<file path="src/rtl/kyber_rej_sampler.sv">
// Uniform rejection sampler: cuts the SHAKE squeeze stream into 12-bit candidates, writes those < Q to ntt_core.
// Latency: a write appears one cycle after its candidate is evaluated; 1 candidate/cycle plus 1 load cycle per word.
// Backpressure: squeeze_ready is high only while fewer than CW bits are buffered; no ready input on the write side.
//
// Ports:
//   clk, rst            clock, synchronous active-high reset
//   start               pulse, begins one polynomial (ignored while busy)
//   squeeze_valid/ready/data   64-bit LSB-first sponge stream (transfer = valid && ready)
//   mem_wr_en/addr/data registered coefficient write port toward ntt_core
//   busy, done          run in progress / one-cycle pulse with the write of coefficient N-1
//   reject_cnt          rejected candidates in the current/last run, saturating
module kyber_rej_sampler #(
   parameter int Q  = 3329,
   parameter int N  = 256,
   parameter int DW = 64,
   parameter int CW = 12
) (
   input  logic                 clk,
   input  logic                 rst,
   input  logic                 start,
   input  logic                 squeeze_valid,
   input  logic [DW-1:0]        squeeze_data,
   output logic                 squeeze_ready,
   output logic                 mem_wr_en,
   output logic [$clog2(N)-1:0] mem_wr_addr,
   output logic [15:0]          mem_wr_data,
   output logic                 busy,
   output logic                 done,
   output logic [15:0]          reject_cnt
);

   localparam int BW = DW + CW;        // worst case: CW-1 leftover bits plus one full word
   localparam int AW = $clog2(N);

   typedef enum logic {S_IDLE, S_RUN} state_t;

   state_t          r_state;
   state_t          w_state_nxt;
   logic [BW-1:0]   r_buf;
   logic [6:0]      r_cnt;
   logic [AW-1:0]   r_idx;
   logic [15:0]     r_rej;
   logic            r_wr_en;
   logic [AW-1:0]   r_wr_addr;
   logic [15:0]     r_wr_data;
   logic            r_done;

   logic            w_run;
   logic            w_need;
   logic            w_load;
   logic            w_eval;
   logic [CW-1:0]   w_cand;
   logic            w_accept;
   logic            w_last;

   // Load and evaluate are mutually exclusive by construction (cnt < CW vs cnt >= CW).
   assign w_run    = (r_state == S_RUN);
   assign w_need   = (r_cnt < 7'(CW));
   assign w_load   = w_run && w_need && squeeze_valid;
   assign w_eval   = w_run && !w_need;
   assign w_cand   = r_buf[CW-1:0];
   assign w_accept = w_eval && (w_cand < CW'(Q));
   assign w_last   = w_accept && (r_idx == AW'(N - 1));

   always_comb begin
      w_state_nxt = r_state;
      case (r_state)
         S_IDLE:  if (start)  w_state_nxt = S_RUN;
         S_RUN:   if (w_last) w_state_nxt = S_IDLE;
         default: w_state_nxt = S_IDLE;
      endcase
   end

   always_ff @(posedge clk) begin
      if (rst) begin
         r_state   <= S_IDLE;
         r_buf     <= '0;
         r_cnt     <= '0;
         r_idx     <= '0;
         r_rej     <= '0;
         r_wr_en   <= 1'b0;
         r_wr_addr <= '0;
         r_wr_data <= '0;
         r_done    <= 1'b0;
      end else begin
         r_state <= w_state_nxt;
         r_wr_en <= 1'b0;
         r_done  <= 1'b0;

         if ((r_state == S_IDLE) && start) begin
            r_buf <= '0;
            r_cnt <= '0;
            r_idx <= '0;
            r_rej <= '0;
         end

         // Bits above r_cnt are always zero (cleared on start, zero-filled by the shift),
         // so OR-ing the new word in at offset r_cnt joins straddling fields exactly.
         if (w_load) begin
            r_buf <= r_buf | (BW'(squeeze_data) << r_cnt);
            r_cnt <= r_cnt + 7'(DW);
         end

         if (w_eval) begin
            r_buf <= r_buf >> CW;
            r_cnt <= r_cnt - 7'(CW);
            if (w_accept) begin
               r_wr_en   <= 1'b1;
               r_wr_addr <= r_idx;
               r_wr_data <= 16'(w_cand);
               r_done    <= w_last;
               if (!w_last) r_idx <= r_idx + 1'b1;
            end else if (r_rej != 16'hFFFF) begin
               r_rej <= r_rej + 16'd1;
            end
         end
      end
   end

   assign squeeze_ready = w_run && w_need;
   assign busy          = w_run;
   assign mem_wr_en     = r_wr_en;
   assign mem_wr_addr   = r_wr_addr;
   assign mem_wr_data   = r_wr_data;
   assign done          = r_done;
   assign reject_cnt    = r_rej;

endmodule
</file>
<file path="config.mk">
export PLATFORM = sky130hd
export DESIGN_NAME = kyber_rej_sampler
export DESIGN_NICKNAME = d
export VERILOG_FILES = /design/src/rtl/kyber_rej_sampler.sv
export SDC_FILE = /design/constraint.sdc
export NUM_CORES = 1
export LEC_CHECK = 0
export ABC_AREA = 1
export BUFFER_PORTS_ARGS = -buffer_cell sky130_fd_sc_hd__buf_4
export CAP_MARGIN = 25
export CORE_MARGIN = 4
export CORE_UTILIZATION = 59
export CTS_CLUSTER_DIAMETER = 120
export CTS_CLUSTER_SIZE = 20
export DETAILED_ROUTE_END_ITERATION = 12
export HOLD_SLACK_MARGIN = 0.1
export PLACE_DENSITY = 0.92
export SKIP_LAST_GASP = 1
export SLEW_MARGIN = 0
export SYNTH_ARGS = -nofsm -noshare
export SYNTH_HDL_FRONTEND = slang
export SYNTH_SLANG_ARGS = --single-unit
</file>
<file path="constraint.sdc">
create_clock -name clk -period 3.4 [get_ports clk]
set_input_delay 0.51 -clock clk [delete_from_list [all_inputs] [get_ports clk]]
set_output_delay 0.51 -clock clk [all_outputs]
set_load 0.005 [all_outputs]
</file>
==> metrics.csv, run 1 <==
metric;value;unit
ys_seq_area_frac;0.302;
ys_types;41;
drc;0;
die_h;128;um
cp-end-kind;flop;
ys_top_cells_by_area;dfxtp_1 30%, nand2_1 25%, nand3_1 11%, a21oi_1 6.1%, inv_1 4.2%;
post-route-period-util;0.771;
drt.antenna.violating_nets;0;
yosysTopAreaCellShare;0.302;
post_cts_buffers;0;
dpl.hpwl;19.3;mm
cts_max_path_buffers;2;
htree_levels;4;
dominantRegCellSynth;dfxtp_1;
cts_tree;built;
worst_pin_slew;1130;ps
area_growth;16.2;%
crit_arrival;2930;ps
async_flop_share;0;
n_antenna_cell;0;
grtUsageTotal;0.332;
rsz0062_at_grt;no;
power.total;4.65;mW
grt_pass1_vias;9424;
path_class;flop to flop;
clkTransAtPathRegs;60;ps
synth_edf_count;0;
antenna_found_initial;0;
grt_max_degree;67;
wirelength;27.3;mm
final-seq-area;0.00256;mm2
cp_max_fo;36;
synthCells;1457;
wire_per_inst;16.0;um
final_hold_viol_count;0;
ys_warn_count;0;
fin_ws;779;ps
hp-class;flop to flop;
firstDrtPassIters;8;
avgSynthCellArea;5.83;um2
clkSinkCount;128;
ys_ff_latch;128;
finalSetupTns;0;ps
grt-ovfl-total;0;
cp.buffers_inverters;2;
place.gp.congestion;0.959;
hold_slack;445;ps
ctsResizeCount;0;
die_w;128;um
cts_buffers;17;
setup_violations;0;
drtIter0Drc;1303;
dp_slack;886;ps
finalNonFillerCells;1712;
skew;8.87;ps
vias_per_cell;5.95;
multi_input_area;0.00514;mm2
drive_above_1_share;0.119;
maxCapViolCount;0;
max_freq;381;MHz
cp.required;3710;ps
max_stage_delay;600;ps
fin_crit;2620;ps
pin_count;112;
dieArea;0.0164;mm2
cp_common_cell;nand2_4;
crit_chain;nor2_1 -> nand2_1 -> nand2_4 -> nand2_4 -> nand2_2 -> buf_4 -> inv_2 -> nand2_4 -> o21ai_0 -> a21oi_1;
powerDensity;471;mW/mm2
num-fill-cells;1201;
ctsHoldBuffers;0;
timing.slew.headroom;0.245;
ctsRootBufferMaster;clkbuf_16;
status;completed;
synth_area_leader_cell;dfxtp_1;
layout.nets;1590;
numPortBuffers;107;
cp-start-kind;flop;
crit_family;simple AND/OR/NAND/NOR gates;
ir_worst_vdd;0.000421;V
initial_utilization;0.607;
grt_pass1_wl;44.4;mm
rows;43;
dp.cells;1680;
final_max_slew_viol_count;0;
cpMaxStageDelayCell;dfxtp_1;
core-area;0.0140;mm2
synthesis.area;0.00849;mm2
vias;10182;
worstSkewPairLatency;420;ps
p_leak;4.51;nW
-- worst reg2reg max path: stages (launching register included) --
cell	delay, ps
dfxtp_1	600
nor2_1	140
nand2_1	140
nand2_4	110
nand2_4	110
nand2_2	50
buf_4	180
inv_2	390
nand2_4	380
o21ai_0	330
a21oi_1	80
-- cells in the mapped netlist (6+ instances only) --
cell type and n:
clkbuf_1 37, nand4_1 8, buf_1 13, inv_2 6
a21oi_1 104, inv_1 95, buf_4 11, a22oi_1 11
nor3_1 11, nand3_1 191, xor2_1 8, nor2_1 93
buf_2 23, a31oi_1 13, nand2_1 569, o21ai_0 38
o21ai_1 47, o211ai_1 8, dfxtp_1 128
-- per-stage QoR --
step                      instance area [um2]  utilization
after floorplan                          8500            -
after global placement                   9270        0.663
after detailed placement                 9270        0.663
after CTS                                9860        0.705
after global routing                     9860        0.705
final                                    9860        0.705
-- path summary, 6_finish.rpt --
kind	startpoint	to	slack (ps)	depth (start not counted)
max	r_cnt[4]$_SDFFE_PP0P_	r_buf[33]$_SDFFE_PP0P_	780	10
max reg2reg	r_cnt[4]$_SDFFE_PP0P_	r_buf[33]$_SDFFE_PP0P_	780	10
min	r_buf[73]$_SDFFE_PP0P_	r_buf[73]$_SDFFE_PP0P_	440	2
min reg2reg	r_buf[73]$_SDFFE_PP0P_	r_buf[73]$_SDFFE_PP0P_	440	2
-- metal layers --
metal  GRT usage  routed length [um]  vias to the layer above  part of all wire
met3      0.0767                2430                      136             0.089
met4       0.198                1580                        0             0.058
met2       0.538               12900                      580              0.47
met5           0                   0                        -                 0
met1       0.400               10500                     4592              0.38
li1            -                   -                     4874                 -
-- area by class of cell --
| type | count | share of cell area |
|---|---|---|
| clock buffers | 19 | 0.0449 |
| multi-input cells | 1142 | 0.521 |
| flip-flops and latches | 128 | 0.260 |
| clock inverters | 13 | 0.0152 |
| inverters | 105 | 0.0407 |
| repair buffers | 125 | 0.0951 |
| well taps | 180 | 0.0228 |
-- cells in the final DEF (no fill, tap or decap), types with 5 or more instances in the layout --
master,instances
nand2_1,569
nand4_1,8
buf_4,125
nand3_1,191
dfxtp_1,126
clkbuf_16,17
xor2_1,8
a22oi_1,11
o21ai_1,47
nor3_1,11
a21oi_1,104
o211ai_1,8
inv_6,6
a31oi_1,13
inv_2,6
o21ai_0,38
nor2_1,93
nand3b_1,5
inv_1,95
-- flip-flops by register name, summed over array words and instances, names as in the netlist --
| name | flops |
|---|---|
| busy | 1 |
| done | 1 |
| mem_wr_addr | 8 |
| mem_wr_data | 12 |
| mem_wr_en | 1 |
| r_buf | 76 |
| r_cnt | 5 |
| r_idx | 8 |
| reject_cnt | 16 |
-- cell families (layout without fill, tap and decap cells) --
kind of cell,Yosys count,in the layout,synth area share
DFF,128,128,0.302
buffers and inverters,190,262,0.0940
AOI/OAI and AO/OA,233,233,0.149
and+or+nand+nor,894,894,0.442
adders and majority gates,3,3,0.00442
other,1,4,0.000442
xor gates and xnor gates,8,8,0.00825
-- power by group --
group	switching, mW	internal, mW
clock network	0.726	1.11
logic	0.788	0.370
registers	0.0748	1.58
(Power assumes the default switching activity.)
==> inputs of run 2 (changes only) <==
--- a/config.mk
+++ b/config.mk
@@ -9,12 +9,12 @@
 export BUFFER_PORTS_ARGS = -buffer_cell sky130_fd_sc_hd__buf_4
 export CAP_MARGIN = 25
 export CORE_MARGIN = 4
-export CORE_UTILIZATION = 59
+export CORE_UTILIZATION = 53
 export CTS_CLUSTER_DIAMETER = 120
 export CTS_CLUSTER_SIZE = 20
 export DETAILED_ROUTE_END_ITERATION = 12
 export HOLD_SLACK_MARGIN = 0.1
-export PLACE_DENSITY = 0.92
+export PLACE_DENSITY = 0.88
 export SKIP_LAST_GASP = 1
 export SLEW_MARGIN = 0
 export SYNTH_ARGS = -nofsm -noshare
==> constraint.sdc (replaced) <==
create_clock -name clk -period 2.3 [get_ports clk]
set_input_delay 0.345 -clock clk [delete_from_list [all_inputs] [get_ports clk]]
set_output_delay 0.345 -clock clk [all_outputs]
set_load 0.005 [all_outputs]
==> run 2 against run 1 <==
Against the previous run: final area rose by 2.0%; maximum frequency is 26% higher; clock skew is 4.1 ps higher; sequential power increased by 47%; clock power grew 48%; non-clock buffer count grew 13; die area grew 11%; cell count grew 2.9%; combinational power up 53%; routed wire length up 3.6%; utilization is 6.7 points lower; first-iteration DRC count shrank 15%; largest power group unchanged.
==> metrics.csv, run 2 (same netlist as run 1, synthesis figures left out) <==
metric;value;unit;change
clkTransAtPathRegs;70;ps;about the same
grt_pass1_vias;9522;;+1.0%
post_cts_buffers;0;;unchanged
grtUsageTotal;0.313;;-0.0190
status;completed;;
rows;46;;+7.0%
skew;13.0;ps;+4.13 ps
dpl.hpwl;20.2;mm;+5.1%
finalSetupTns;0;ps;unchanged
drive_above_1_share;0.128;;+0.00806
htree_levels;4;;unchanged
dieArea;0.0181;mm2;+11%
cp-end-kind;flop;;
combPwrFrac;0.258;;+0.009
cp-start-kind;flop;;
max_freq;481;MHz;+26%
powerDensity;689;mW/mm2;+46%
layout.nets;1603;;+0.82%
wire_per_inst;16.1;um;+0.72%
p_seq_frac;0.350;;-0.005
top_register;r_buf;;
crit_chain;inv_2 -> nand2_4 -> nor2_4 -> nand2_4 -> nand2_4 -> inv_4 -> nand3_4 -> inv_4 -> nand3_1 -> nand2_1 -> a21oi_1;;
grt_pass1_wl;46.0;mm;+3.6%
cpMaxStageDelayCell;dfxtp_1;;
p_int;4.56;mW;+49%
largest_reg_flops;76;;unchanged
fin_crit;2080;ps;-541 ps
firstDrtPassIters;6;;-2
rsz0062_at_grt;no;;
cts_max_path_buffers;2;;unchanged
switchingPower;2.37;mW;+49%
area_growth;18.5;%;
grt-ovfl-total;0;;unchanged
max_stage_delay;460;ps;-140 ps
ctsResizeCount;0;;unchanged
wirelength;28.3;mm;+3.6%
drt.antenna.violating_nets;0;;unchanged
ctsHoldBuffers;0;;unchanged
cp_max_fo;36;;unchanged
worst_pin_slew;782;ps;-347 ps
vias_per_cell;5.70;;-4.2%
ir_worst_vdd;0.000605;V;+44%
initial_utilization;0.538;;-0.0686
cts_tree;built;;
worstSkewPairLatency;430;ps;about the same
maxCapViolCount;0;;unchanged
vias;10037;;-1.4%
mostFrequentLayoutCells;569 x nand2_1, 191 x nand3_1, 134 x buf_4;;
cts_buffers;17;;unchanged
final_max_slew_viol_count;0;;unchanged
post-route-period-util;0.905;;+0.134
grt_max_degree;67;;unchanged
swShare;0.342;;about the same
cp.buffers_inverters;3;;+1
antenna_found_initial;0;;unchanged
core-area;0.0158;mm2;+13%
place.gp.congestion;1.05;;+9.7%
drtIter0Drc;1112;;-15%
power_frac_clock;0.392;;-0.004
hp-class;input port to flop;;
path_class;flop to flop;;
timing.slew.headroom;0.477;;+0.232
die_h;135;um;+5.2%
setup_violations;0;;unchanged
final_hold_viol_count;0;;unchanged
pin_count;112;;unchanged
ctsRootBufferMaster;clkbuf_16;;
crit_arrival;2380;ps;-550 ps
p_leak;4.59;nW;+1.8%
drc;0;;unchanged
layout_commonest_cell;nand2_1;;
clkSinkCount;128;;unchanged
numPortBuffers;107;;unchanged
cp_common_cell;nand2_4;;
cp.required;2600;ps;-1110 ps
hold_slack;322;ps;-122 ps
die_w;135;um;+5.2%
crit_family;simple AND/OR/NAND/NOR gates;;
n_antenna_cell;0;;unchanged
## run 2: cell count changes in the layout (fill, tap and decap cells not counted), sizes merged
cell / previous run / this run
buf: 125 / 138
inv: 110 / 108
clkinvlp: 2 / 5
clkbuf: 19 / 18
## run 2: routing by layer
metal  vias to the layer above  track usage  share of wire
met2                       511        0.530           0.48
met3                       103       0.0514          0.080
met5                         -            0              0
li1                       4886            -              -
met4                         0        0.149          0.040
met1                      4537        0.388           0.40
## run 2: path summary, 6_finish.rpt
kind,from,endpoint,slack (ps),cells past startpoint
setup / recovery,r_cnt[5]$_SDFFE_PP0P_,busy$_SDFF_PP0_,220,11
hold / removal,rst,r_idx[5]$_SDFF_PP0_,320,2
setup reg to reg,r_cnt[5]$_SDFFE_PP0P_,busy$_SDFF_PP0_,220,11
hold reg to reg,r_buf[73]$_SDFFE_PP0P_,r_buf[73]$_SDFFE_PP0P_,450,2
## run 2: through the flow
step / worst slack, ps / util / area [um2] / power (mW) / std cells
after floorplan: 628 / - / 8500 / 3.63 / 1460
after global placement: 282 / 0.600 / 9460 / 4.18 / 1729
after detailed placement: 309 / 0.600 / 9460 / 4.20 / 1729
after CTS: 273 / 0.638 / 10100 / 6.90 / 1761
after global routing: 61.0 / 0.638 / 10100 / 7.24 / 1761
final: 220 / 0.638 / 10100 / 6.93 / 1761
## run 2: power by group through the flow
stage,Combinational (mW),Clock [mW],Sequential [mW]
finish,1.78,2.72,2.43
global placement,1.71,0,2.47
detailed placement,1.74,0,2.47
floorplan,1.19,0,2.44
global route,1.98,2.83,2.44
CTS,1.75,2.73,2.42
## run 2: final cells by class
class                      count  area [um2]
tap                          216         270
clock inverter                14         158
timing repair buffer         138        1090
fill                        1535        5710
sequential                   128        2560
inverter                     105         402
multi-input combinational   1142        5140
clock buffer                  18         439
